<file path="config.mk">
export PLATFORM = sky130hd
export DESIGN_NAME = count_snapshot
export DESIGN_NICKNAME = d
export VERILOG_FILES = /design/src/rtl/count_snapshot.sv
export SDC_FILE = /design/constraint.sdc
export NUM_CORES = 1
export LEC_CHECK = 0
export BUFFER_PORTS_ARGS = -buffer_cell sky130_fd_sc_hd__buf_4
export CAP_MARGIN = 20
export CELL_PAD_IN_SITES_DETAIL_PLACEMENT = 1
export CELL_PAD_IN_SITES_GLOBAL_PLACEMENT = 1
export CORE_MARGIN = 5
export CORE_UTILIZATION = 40
export CTS_CLUSTER_DIAMETER = 60
export DETAILED_ROUTE_END_ITERATION = 10
export HOLD_SLACK_MARGIN = 0.08
export PLACE_DENSITY_LB_ADDON = 0.1
export SLEW_MARGIN = 20
export SYNTH_ARGS = -nofsm -noshare
export SYNTH_HDL_FRONTEND = slang
export SYNTH_SLANG_ARGS = --single-unit
export TNS_END_PERCENT = 50
</file>
<file path="constraint.sdc">
create_clock -name clock -period 3.3 [get_ports clock]
set_input_delay 0.495 -clock clock [delete_from_list [all_inputs] [get_ports clock]]
set_output_delay 0.495 -clock clock [all_outputs]
set_load 0.02 [all_outputs]
</file>
<file path="src/rtl/count_snapshot.sv">
`default_nettype none
// ============================================================================
// Module   : count_snapshot
// Purpose  : Timestamped event snapshots from a 4-bit free-running counter.
//            Samples the counter every cycle, detects 15->0 wrap-arounds and
//            keeps a 4-bit wrap count so that {wrap_cnt, count} forms an
//            8-bit timestamp. A capture request pushes the timestamp into a
//            small show-ahead FIFO drained through a valid/ready handshake.
//
// Parameters:
//   DEPTH       FIFO entries, power of two, 2..16 (default 4)
//
// Ports:
//   clock       in   1   system clock, rising edge
//   reset       in   1   synchronous active-high reset, clears all state
//   count_in    in   4   counter value (counter_out of the free-running counter)
//   capture     in   1   snapshot request, sampled each rising edge
//   snap_data   out  8   FIFO head {wrap[3:0], count[3:0]}, valid with snap_valid
//   snap_valid  out  1   FIFO non-empty
//   snap_ready  in   1   consumer accepts the head this cycle
//   full        out  1   FIFO holds DEPTH entries
//   wrap_pulse  out  1   one-cycle registered pulse after a detected wrap
//   wrap_cnt    out  4   current wrap count
//   ovf         out  1   sticky dropped-capture flag (only with SNAP_OVF_EN)
//
// Build options:
//   SNAP_OVF_EN  when defined, adds the ovf port and its sticky logic;
//                otherwise captures into a full FIFO are dropped silently.
//
// Revision : 1.0  initial release
// ============================================================================
module count_snapshot #(
   parameter int DEPTH = 4
) (
   input  logic       clock,
   input  logic       reset,
   input  logic [3:0] count_in,
   input  logic       capture,
   output logic [7:0] snap_data,
   output logic       snap_valid,
   input  logic       snap_ready,
   output logic       full,
   output logic       wrap_pulse,
   output logic [3:0] wrap_cnt
`ifdef SNAP_OVF_EN
   ,
   output logic       ovf
`endif
);

   // Pointer width; DEPTH is a power of two so pointers wrap on their own.
   localparam int                 c_ptr_w   = (DEPTH > 1) ? $clog2(DEPTH) : 1;
   localparam logic [c_ptr_w:0]   c_depth   = (c_ptr_w + 1)'(DEPTH);
   localparam logic [c_ptr_w-1:0] c_ptr_one = c_ptr_w'(1);
   localparam logic [c_ptr_w:0]   c_occ_one = (c_ptr_w + 1)'(1);

   // ------------------------------------------------------------------------
   // Registers
   // ------------------------------------------------------------------------
   logic [3:0]         r_prev_count;
   logic [3:0]         r_wrap_cnt;
   logic               r_wrap_pulse;
   logic [c_ptr_w-1:0] r_wr_ptr;
   logic [c_ptr_w-1:0] r_rd_ptr;
   logic [c_ptr_w:0]   r_occ;
   logic               r_valid;
   logic               r_full;
   logic [7:0]         r_mem [DEPTH];

   // ------------------------------------------------------------------------
   // Combinational wires
   // ------------------------------------------------------------------------
   logic               w_wrap_det;
   logic [3:0]         w_wrap_nxt;
   logic [7:0]         w_snap;
   logic               w_pop;
   logic               w_push;
   logic               w_drop;
   logic [c_ptr_w:0]   w_occ_nxt;

   // Only a genuine 15->0 step is a wrap. A held 15 (counter disabled) or a
   // jump to 0 from any other value (counter reset) must not advance the
   // wrap count.
   assign w_wrap_det = (r_prev_count == 4'hF) && (count_in == 4'h0);
   assign w_wrap_nxt = r_wrap_cnt + {3'b000, w_wrap_det};

   // The snapshot uses the post-wrap count so that a capture taken on the
   // very cycle the counter reads 0 after a wrap carries the new epoch.
   assign w_snap = {w_wrap_nxt, count_in};

   // Handshake. A pop frees a slot in the same cycle, so a push into a full
   // FIFO is accepted when the head is leaving.
   assign w_pop  = r_valid && snap_ready;
   assign w_push = capture && (!r_full || w_pop);
   assign w_drop = capture && r_full && !w_pop;

   always_comb begin
      w_occ_nxt = r_occ;
      case ({w_push, w_pop})
         2'b10:   w_occ_nxt = r_occ + c_occ_one;
         2'b01:   w_occ_nxt = r_occ - c_occ_one;
         default: w_occ_nxt = r_occ;
      endcase
   end

   // ------------------------------------------------------------------------
   // Counter tracking and wrap count
   // ------------------------------------------------------------------------
   always_ff @(posedge clock) begin
      if (reset) begin
         // prev_count restarts at 0 so the first post-reset sample can
         // never look like a 15->0 wrap.
         r_prev_count <= 4'h0;
         r_wrap_cnt   <= 4'h0;
         r_wrap_pulse <= 1'b0;
      end else begin
         r_prev_count <= count_in;
         r_wrap_cnt   <= w_wrap_nxt;
         r_wrap_pulse <= w_wrap_det;
      end
   end

   // ------------------------------------------------------------------------
   // FIFO control: pointers, occupancy and registered status flags
   // ------------------------------------------------------------------------
   always_ff @(posedge clock) begin
      if (reset) begin
         r_wr_ptr <= '0;
         r_rd_ptr <= '0;
         r_occ    <= '0;
         r_valid  <= 1'b0;
         r_full   <= 1'b0;
      end else begin
         if (w_push) begin
            r_wr_ptr <= r_wr_ptr + c_ptr_one;
         end
         if (w_pop) begin
            r_rd_ptr <= r_rd_ptr + c_ptr_one;
         end
         r_occ   <= w_occ_nxt;
         r_valid <= (w_occ_nxt != '0);
         r_full  <= (w_occ_nxt == c_depth);
      end
   end

   // ------------------------------------------------------------------------
   // FIFO storage: not reset, contents are qualified by snap_valid
   // ------------------------------------------------------------------------
   always_ff @(posedge clock) begin
      if (!reset && w_push) begin
         r_mem[r_wr_ptr] <= w_snap;
      end
   end

   // ------------------------------------------------------------------------
   // Optional sticky overflow flag
   // ------------------------------------------------------------------------
`ifdef SNAP_OVF_EN
   logic r_ovf;

   always_ff @(posedge clock) begin
      if (reset) begin
         r_ovf <= 1'b0;
      end else if (w_drop) begin
         r_ovf <= 1'b1;
      end
   end

   assign ovf = r_ovf;
`else
   // Without the overflow option a dropped capture leaves no trace.
   logic w_drop_unused;
   assign w_drop_unused = w_drop;
`endif

   // ------------------------------------------------------------------------
   // Outputs
   // ------------------------------------------------------------------------
   assign snap_data  = r_mem[r_rd_ptr];   // show-ahead head entry
   assign snap_valid = r_valid;
   assign full       = r_full;
   assign wrap_pulse = r_wrap_pulse;
   assign wrap_cnt   = r_wrap_cnt;

endmodule
`default_nettype wire

</file>
==> results of run 1 <==
-- registers in the layout, indices dropped and copies added (netlist names), named ones only --
| signal | flops |
|---|---|
| full | 1 |
| snap_valid | 1 |
| r_wr_ptr | 2 |
| r_occ | 3 |
| wrap_cnt | 4 |
| r_mem | 32 |
| wrap_pulse | 1 |
| r_rd_ptr | 2 |
| r_prev_count | 4 |
-- kinds of logic after synthesis --
logic type      synth area share, %
flops                          67.4
simple gates                   9.35
mux                            10.5
buf+inv                        2.29
xor+xnor                       3.03
compound gates                 2.17
fa+ha+maj                      5.32
-- how the worst min path moves through the flow --
stage                     slack [ns]          end  cells past startpoint             from
after floorplan                 0.45   wrap_pulse                      2  r_prev_count[0]
after global placement          0.47   wrap_pulse                      2  r_prev_count[0]
after detailed placement        0.47   wrap_pulse                      2  r_prev_count[0]
after CTS                       0.41  r_mem[2][3]                      1      count_in[3]
after global routing            0.40  r_mem[1][3]                      1      count_in[3]
final                           0.42  r_mem[1][3]                      1      count_in[3]
-- critical path, stage by stage (launching register included) --
cell and delay, ns:
dfxtp_1 0.36, and2_4 0.17, o21a_1 0.19, inv_2 0.08, ha_1 0.22, fa_1 0.39, xnor2_1 0.19, or3_1 0.38
a211oi_2 0.23
-- layout by cell type (no fill, tap or decap), drive strengths merged --
cell type   n
nor2        9
xnor2       3
nor3b       5
clkbuf      7
mux2i       2
or4         1
nor3        1
o21a        1
edfxtp     32
or3         1
a211oi      1
nand4       1
nand3       2
a21oi       2
buf        26
nand2b      2
mux4        8
dfxtp      20
a221oi      1
o21ai       1
mux2        1
inv         3
fa          1
xor2        4
ha          7
clkinv      2
and2        1
nor2b       9
-- cell type report --
type	count	share of cell area (%)
clock inverters	1	0.213
inverters	4	0.639
clock buffers	7	3.25
well taps	67	3.57
repair buffers	26	8.31
multi-input cells	64	26.1
flip-flops and latches	52	57.9
-- synth_stat cells --
library cell	n	area, um2
dfxtp_1	20	400
buf_1	1	3.75
buf_2	1	5.00
buf_6	1	11.3
buf_4	1	7.51
inv_2	1	3.75
nand3_1	2	10.0
mux4_2	8	180
nand4_1	1	6.26
xnor2_1	3	26.3
clkinv_1	1	3.75
mux2i_1	2	20.0
edfxtp_1	32	961
nor3b_1	5	37.5
mux2_1	1	11.3
a211oi_2	1	12.5
a221oi_1	1	8.76
nor2_1	9	33.8
inv_1	2	7.51
nand2b_1	2	12.5
or4_1	1	7.51
fa_1	1	20.0
and2_4	1	8.76
ha_1	7	87.6
o21ai_1	1	5.00
or3_1	1	6.26
nor2b_1	9	56.3
a21oi_1	2	10.0
xor2_1	4	35.0
o21a_1	1	7.51
nor3_2	1	10.0
clkbuf_1	1	3.75
-- where the power goes --
part	switching, mW	internal [mW]
clock network	0.193	0.149
registers	0.0400	0.727
logic	0.119	0.119
-- per-layer routing --
metal	share of wire (%)	vias up	wire, um	global-route usage [%]
li1	-	512	-	-
met4	0.64	0	23	5.57
met1	42	567	1510	14.1
met3	3.6	2	131	2.66
met2	54	16	1950	21.9
met5	0	-	0	0
==> impl_metrics.toml, run 1 <==
[worst_setup_path]
startpoint = "snap_valid"
critPathCapture = "full"
r2r-start = "snap_valid"
required_ns = 3.52
crit_arrival_ns = 2.49
timing.rr.end = "full"
crit_fanout = 5
ff2ff_setup_slack_ns = 1.03
endpoint_kind = "flop"
criticalPathCategory = "reg -> reg"
cp-start-kind = "flop"
r2r_cells = 8

[yosys]
synth_seq_cells = 52
avgSynthCellArea_um2 = 16.2
synth-warning-count = 0
syn_area_um2 = 2020
synth_seq_area_share_pct = 67.4
synth_fp_nets = 141
synthCells = 125
yosysUniqueCellTypes = 32

[layout]
n_antenna_cell = 0
register_area_um2 = 1360
stdcell_count = 221
syn2layout_area_growth_pct = 16.3
postLayoutCellArea_um2 = 2350
fillCellCount = 515
finish.utilization_pct = 48.8
drive_gt1_share_pct = 28.6
fin_nets = 169
multi_input_area_um2 = 613

[die]
rows = 25
initial_core_util_pct = 41.9
die_y_um = 81.1
core_region_area_um2 = 4820
ios = 23
die_w_um = 81.1
die_area_um2 = 6570

[timing]
worst_slew_pin_slew_ns = 0.583
slew_viol_final = 0
hold_slack_ns = 0.418
clock_skew_ns = 0.00414
rsz0062_at_grt = "false"
final_hold_viol_count = 0
finalCritPeriodShare_pct = 68.7
fin_setup_tns_ns = 0
finalSetupViolations = 0
finalWorstSetupSlack_ns = 1.03
slew_headroom_pct = 61.1
max_freq_mhz = 441
min_period_ns = 2.27

[run]
maxCapViolCount = 0

[clocking]
cts_max_level = 2
clk_latency_ns = 0.29
cts_buffer_depth = 2
clk_pin_slew_ns = 0.09
post-cts-setup-buffer-count = 0
ctsResizeCount = 0
cts.hold.buffers_added = 0
tritoncts = "done"
cts_root_buf = "clkbuf_8"
cts_buffers = 5
cts.sinks = 52

[place]
numPortBuffers = 22
pre_cts_ws_ns = 0.811
place.gp.congestion = 0.719
placedCellCount = 213
hpwl_mm = 2.55
dpl_cell_area_um2 = 2270

[route]
post_drt_wl_per_cell_um = 16.4
drc = 0
final_antenna_net_count = 0
drtIter0Drc = 43
wl_mm = 3.61
vias = 1097
firstDrtPassIters = 4
via_per_inst = 4.96

[global_route]
grt_pass1_vias = 1168
antenna_found_initial = 0
track_usage_pct = 12.3
grt_pass1_wl_mm = 5.84
overflow = 0
grt_max_degree = 26

[power_and_ir_drop]
ir_drop_mv = 0.201
p_total_mw = 1.35
p_leak_nw = 0.867
power.density_nw_per_um2 = 573

[outcome]
outcome = "complete, no violations"

[min_path]
hold_path_class = "in -> reg"
Power figures use the tool's default switching activity.
==> run 2, diff against run 1 <==
--- a/config.mk
+++ b/config.mk
@@ -5,6 +5,7 @@
 export SDC_FILE = /design/constraint.sdc
 export NUM_CORES = 1
 export LEC_CHECK = 0
+export ABC_AREA = 1
 export BUFFER_PORTS_ARGS = -buffer_cell sky130_fd_sc_hd__buf_4
 export CAP_MARGIN = 20
 export CELL_PAD_IN_SITES_DETAIL_PLACEMENT = 1
==> constraint.sdc (replaced) <==
create_clock -name clock -period 2.1 [get_ports clock]
set_input_delay 0.315 -clock clock [delete_from_list [all_inputs] [get_ports clock]]
set_output_delay 0.315 -clock clock [all_outputs]
set_load 0.02 [all_outputs]
==> run 2 against run 1 <==
Non-clock buffer count is 1 higher. Critical path depth up 2. Synthesized cell count is 42% higher. Critical endpoint is now snap_valid. Largest cell class unchanged. Highest routed layer unchanged.
==> impl_metrics.toml, run 2 <==
[global_route]
overflow = 0
grt_pass1_vias = 1457
grt_pass1_wl_mm = 7.07
antenna_found_initial = 0
grt_max_degree = 18
track_usage_pct = 14.7

[timing]
finalCritPeriodShare_pct = 92.9
final_hold_viol_count = 0
max_freq_mhz = 513
clock_skew_ns = 0.00173
slew_viol_final = 0
min_period_ns = 1.95
rsz0062_at_grt = "false"
worst_slew_pin_slew_ns = 0.402
finalWorstSetupSlack_ns = 0.149
finalSetupViolations = 0
slew_headroom_pct = 73.0

[layout]
stdcell_count = 279
finish.utilization_pct = 48.0
largest_register_ffs = 32
layout.cells.most_common = "nor2_1"
fin_nets = 224
regMostFlops = "r_mem"
fillCellCount = 574
n_antenna_cell = 0
syn2layout_area_growth_pct = 18.7
layout_common_cells = "nor2_1 (33), edfxtp_1 (32), buf_4 (27)"
drive_gt1_share_pct = 21.5

[yosys]
avgSynthCellArea_um2 = 11.5
synthCells = 177
synthTopCellsByArea = "edfxtp_1 (47%), dfxtp_1 (20%), nor2_1 (6.1%), ha_1 (4.3%), inv_1 (4.1%)"
synth_commonest_cells = "nor2_1 (33), edfxtp_1 (32), inv_1 (22), dfxtp_1 (20), o21ai_0 (16)"
synth_edf_count = 32
synth_top_area_cell = "edfxtp_1"
synth-warning-count = 0
synth_seq_cells = 52
synth_top_area_share_pct = 47.4
synth_seq_area_share_pct = 67.2
yosysUniqueCellTypes = 25
synth_fp_nets = 193
ys_async_sr_fraction_pct = 0
synth.most_common_cell = "nor2_1"
synthFlopType = "edfxtp_1"
syn_area_um2 = 2030

[worst_setup_path]
crit_arrival_ns = 2.15
cp-start-kind = "flop"
criticalPathCategory = "reg -> reg"
crit_fanout = 4
endpoint_kind = "flop"
required_ns = 2.30

[place]
hpwl_mm = 3.16
place.gp.congestion = 0.783
numPortBuffers = 22
pre_cts_ws_ns = -0.00711
placedCellCount = 271

[power_and_ir_drop]
p_leak_nw = 0.979
internal-power_mw = 1.67
p_sw_share_pct = 29.9
p_total_mw = 2.38
power_frac_seq_pct = 51.0
combPwrFrac_pct = 21.6
power.density_nw_per_um2 = 989
p_sw_uw = 712
ir_drop_mv = 0.407
p_clk_share_pct = 27.3

[clocking]
cts_buffers = 5
clk_latency_ns = 0.30
post-cts-setup-buffer-count = 0
cts.sinks = 52
tritoncts = "done"
cts_buffer_depth = 2
cts_root_buf = "clkbuf_8"
cts.hold.buffers_added = 0
clk_pin_slew_ns = 0.09
cts_max_level = 2
ctsResizeCount = 0

[die]
die_y_um = 81.2
rows = 26
ios = 23
initial_core_util_pct = 40.5
core_region_area_um2 = 5010
die_w_um = 81.2
die_area_um2 = 6590

[route]
post_drt_wl_per_cell_um = 15.4
wl_mm = 4.31
vias = 1352
firstDrtPassIters = 4
drc = 0
final_antenna_net_count = 0
drtIter0Drc = 81
via_per_inst = 4.85

[outcome]
outcome = "complete, no violations"

[min_path]
hold_path_class = "in -> reg"

[run]
maxCapViolCount = 0
run 2: metal layers:
layer / up-vias / track usage (%) / share of wire (%)
met5: - / 0 / 0
met4: 0 / 6.59 / 2.6
met3: 11 / 3.55 / 3.1
met2: 20 / 26.4 / 52
met1: 666 / 16.4 / 42
li1: 655 / - / -
run 2: cell families after synthesis:
group | synth area share (%)
flops | 67.2
compound gates | 9.07
xor+xnor | 1.30
fa+ha+maj | 5.31
simple gates | 11.6
buf+inv | 5.56
run 2: layout make-up:
cell class,count,area (um2),area share (%)
flip-flops and latches,52,1360,56.6
multi-input cells,99,559,23.2
repair buffers,27,203,8.42
clock buffers,6,93.8,3.90
well taps,70,87.6,3.64
inverters,23,86.3,3.59
clock inverters,2,15.0,0.624
run 2: final timing paths:
| path | cells past startpoint | start | to | slack [ns] |
|---|---|---|---|---|
| worst max-delay path | 10 | snap_valid | snap_valid | 0.15 |
| worst min-delay path | 1 | count_in[0] | r_mem[1][0] | 0.23 |
| worst max register to register | 10 | snap_valid | snap_valid | 0.15 |
| worst min register to register | 1 | r_rd_ptr[0] | r_rd_ptr[0] | 0.49 |
run 2: power by group through the flow:
| stage | logic, mW | registers [mW] | clock network [mW] |
|---|---|---|---|
| 2_1_floorplan | 0.321 | 1.24 | 0 |
| 3_3_place_gp | 0.484 | 1.23 | 0 |
| 3_5_place_dp | 0.514 | 1.24 | 0 |
| 4_1_cts | 0.515 | 1.21 | 0.675 |
| 5_1_grt | 0.577 | 1.23 | 0.709 |
| 6_report | 0.515 | 1.21 | 0.651 |
run 2: metrics by stage:
| step | hold slack (ns) | area (um2) | setup TNS [ns] |
|---|---|---|---|
| after detailed placement | 0.481 | 2290 | -0.00711 |
| after floorplan | 0.394 | 2030 | 0 |
| after CTS | 0.219 | 2400 | 0 |
| after global routing | 0.221 | 2410 | 0 |
| final | 0.227 | 2410 | 0 |
| after global placement | 0.455 | 2290 | 0 |
run 2: worst max-delay path, cell delays in order (launching register included):
cell,delay (ns)
dfxtp_1,0.34
nand2_1,0.09
a21boi_2,0.21
inv_2,0.07
ha_2,0.19
fa_1,0.43
or2_1,0.23
o21ai_2,0.07
nand2_1,0.08
nand2_1,0.07
nand2_1,0.05
==> run 3, diff against run 2 <==
--- a/config.mk
+++ b/config.mk
@@ -16,6 +16,7 @@
 export DETAILED_ROUTE_END_ITERATION = 10
 export HOLD_SLACK_MARGIN = 0.08
 export PLACE_DENSITY_LB_ADDON = 0.1
+export RECOVER_POWER = 100
 export SLEW_MARGIN = 20
 export SYNTH_ARGS = -nofsm -noshare
 export SYNTH_HDL_FRONTEND = slang
==> run 3 against run 2 <==
Via count increased by 0.22%. Fmax increased by 0.44%. Die area is the same. Core utilization down 1.6 points. Clock-buffer cell count stayed put. Global-route usage stayed put. Critical endpoint unchanged. Hold slack gained 0.033 ns. Non-clock buffer count stayed put. First-iteration DRC count grew 25%. Design area is 3.3% lower.
==> impl_metrics.toml, run 3 (synthesis results as in run 2) <==
[layout]
stdcell_count = 279
drive_gt1_share_pct = 12.4
fillCellCount = 583
largest_register_ffs = 32
layout.cells.most_common = "nor2_1"
multi_input_area_um2 = 556
regMostFlops = "r_mem"
syn2layout_area_growth_pct = 14.8
layout_common_cells = "nor2_1 (33), edfxtp_1 (32), inv_1 (21)"
n_antenna_cell = 0
fin_nets = 224
register_area_um2 = 1360

[route]
via_per_inst = 4.86
post_drt_wl_per_cell_um = 15.4
drtIter0Drc = 101
drc = 0
firstDrtPassIters = 4
wl_mm = 4.29
final_antenna_net_count = 0
vias = 1355

[clocking]
cts_buffers = 5
ctsResizeCount = 0
cts_max_level = 2
cts.hold.buffers_added = 0
clk_pin_slew_ns = 0.09
post-cts-setup-buffer-count = 0
cts_buffer_depth = 2
tritoncts = "done"
cts.sinks = 52
cts_root_buf = "clkbuf_8"
clk_latency_ns = 0.30

[timing]
clock_skew_ns = 0.00321
rsz0062_at_grt = "false"
finalSetupViolations = 0
worst_slew_pin_slew_ns = 0.559
min_period_ns = 1.94
slew_viol_final = 0
final_hold_viol_count = 0
slew_headroom_pct = 62.8
max_freq_mhz = 515
fin_setup_tns_ns = 0
finalCritPeriodShare_pct = 92.5

[global_route]
grt_pass1_vias = 1457
grt_pass1_wl_mm = 7.07
grt_max_degree = 18
antenna_found_initial = 0
track_usage_pct = 14.7
overflow = 0

[power_and_ir_drop]
combPwrFrac_pct = 20.2
ir_drop_mv = 0.405
internal-power_mw = 1.63
p_leak_nw = 0.902
p_clk_share_pct = 27.9
p_sw_uw = 712
power_frac_seq_pct = 51.9
p_sw_share_pct = 30.4
power.density_nw_per_um2 = 1000

[worst_setup_path]
cpMostUsedCell = "nand2_1"
criticalPathCategory = "reg -> reg"
crit_fanout = 4
r2r-start = "snap_valid"
endpoint_kind = "flop"
path_cells = "nand2_1, a21boi_2, inv_2, ha_2, fa_1, or2_0, o21ai_2, nand2_1, nand2_1, nand2_1"
cp_slowest_stage_delay_ns = 0.43
cp-start-kind = "flop"
cp_slowest_cell = "fa_1"
startpoint = "snap_valid"
required_ns = 2.30
crit_arrival_ns = 2.14

[min_path]
hp-start = "reset"
hold_path_class = "in -> reg"

[die]
die_w_um = 81.2
initial_core_util_pct = 40.5
die_area_um2 = 6590
rows = 26
core_region_area_um2 = 5010
die_y_um = 81.2
ios = 23

[place]
numPortBuffers = 22
placedCellCount = 271
hpwl_mm = 3.16
place.gp.congestion = 0.783

[run]
maxCapViolCount = 0

[outcome]
outcome = "complete, no violations"
## run 3: cell types whose count changed in the layout (fill, tap and decap cells not counted), sizes merged
cell	before	now
buf	27	6
clkbuf	6	27
## run 3: worst paths after layout
check | end | slack, ns | cells past startpoint
worst max register to register | snap_valid | 0.16 | 10
worst min register to register | r_rd_ptr[0] | 0.49 | 1
worst max-delay path | snap_valid | 0.16 | 10
worst min-delay path | wrap_cnt[0] | 0.26 | 2
## run 3: worst max-delay path: cells and delay by family (launching register included)
family                   cells  cell delay (ns)
adder cells (fa/ha/maj)      2             0.62
flip-flops                   1             0.34
AO/OA/AOI/OAI                2             0.28
AND/OR/NAND/NOR              5             0.51
buffers and inverters        1             0.07
## run 3: stage by stage
stage | util (%) | instance area [um2] | power (mW) | worst slack [ns] | hold WS [ns]
global placement | 45.7 | 2290 | 1.72 | 0.0998 | 0.455
global route | 46.5 | 2330 | 2.47 | 0.0322 | 0.246
CTS | 47.9 | 2400 | 2.40 | 0.0443 | 0.219
detailed placement | 45.7 | 2290 | 1.75 | -0.00711 | 0.481
finish | 46.5 | 2330 | 2.34 | 0.158 | 0.260
floorplan | - | 2030 | 1.56 | 0.116 | 0.394
## run 3: power by group through the flow
stage	Clock (mW)	Combinational, mW	Sequential, mW
global placement	0	0.484	1.23
detailed placement	0	0.514	1.24
floorplan	0	0.321	1.24
finish	0.652	0.473	1.21
global route	0.709	0.535	1.23
CTS	0.675	0.515	1.21
## run 3: layout make-up
cell class	instances	area share, %
Sequential cell	52	58.5
Timing Repair Buffer	27	5.48
Multi-Input combinational cell	99	23.9
Clock buffer	6	4.03
Inverter	23	3.71
Clock inverter	2	0.645
Tap cell	70	3.76
## run 3: routing by layer
metal / vias to the layer above / wire, um / part of all wire, % / global-route usage, %
li1: 657 / - / - / -
met1: 664 / 1780 / 41 / 16.4
met2: 24 / 2240 / 52 / 26.4
met3: 10 / 165 / 3.8 / 3.55
met4: 0 / 108 / 2.5 / 6.59
met5: - / 0 / 0 / 0
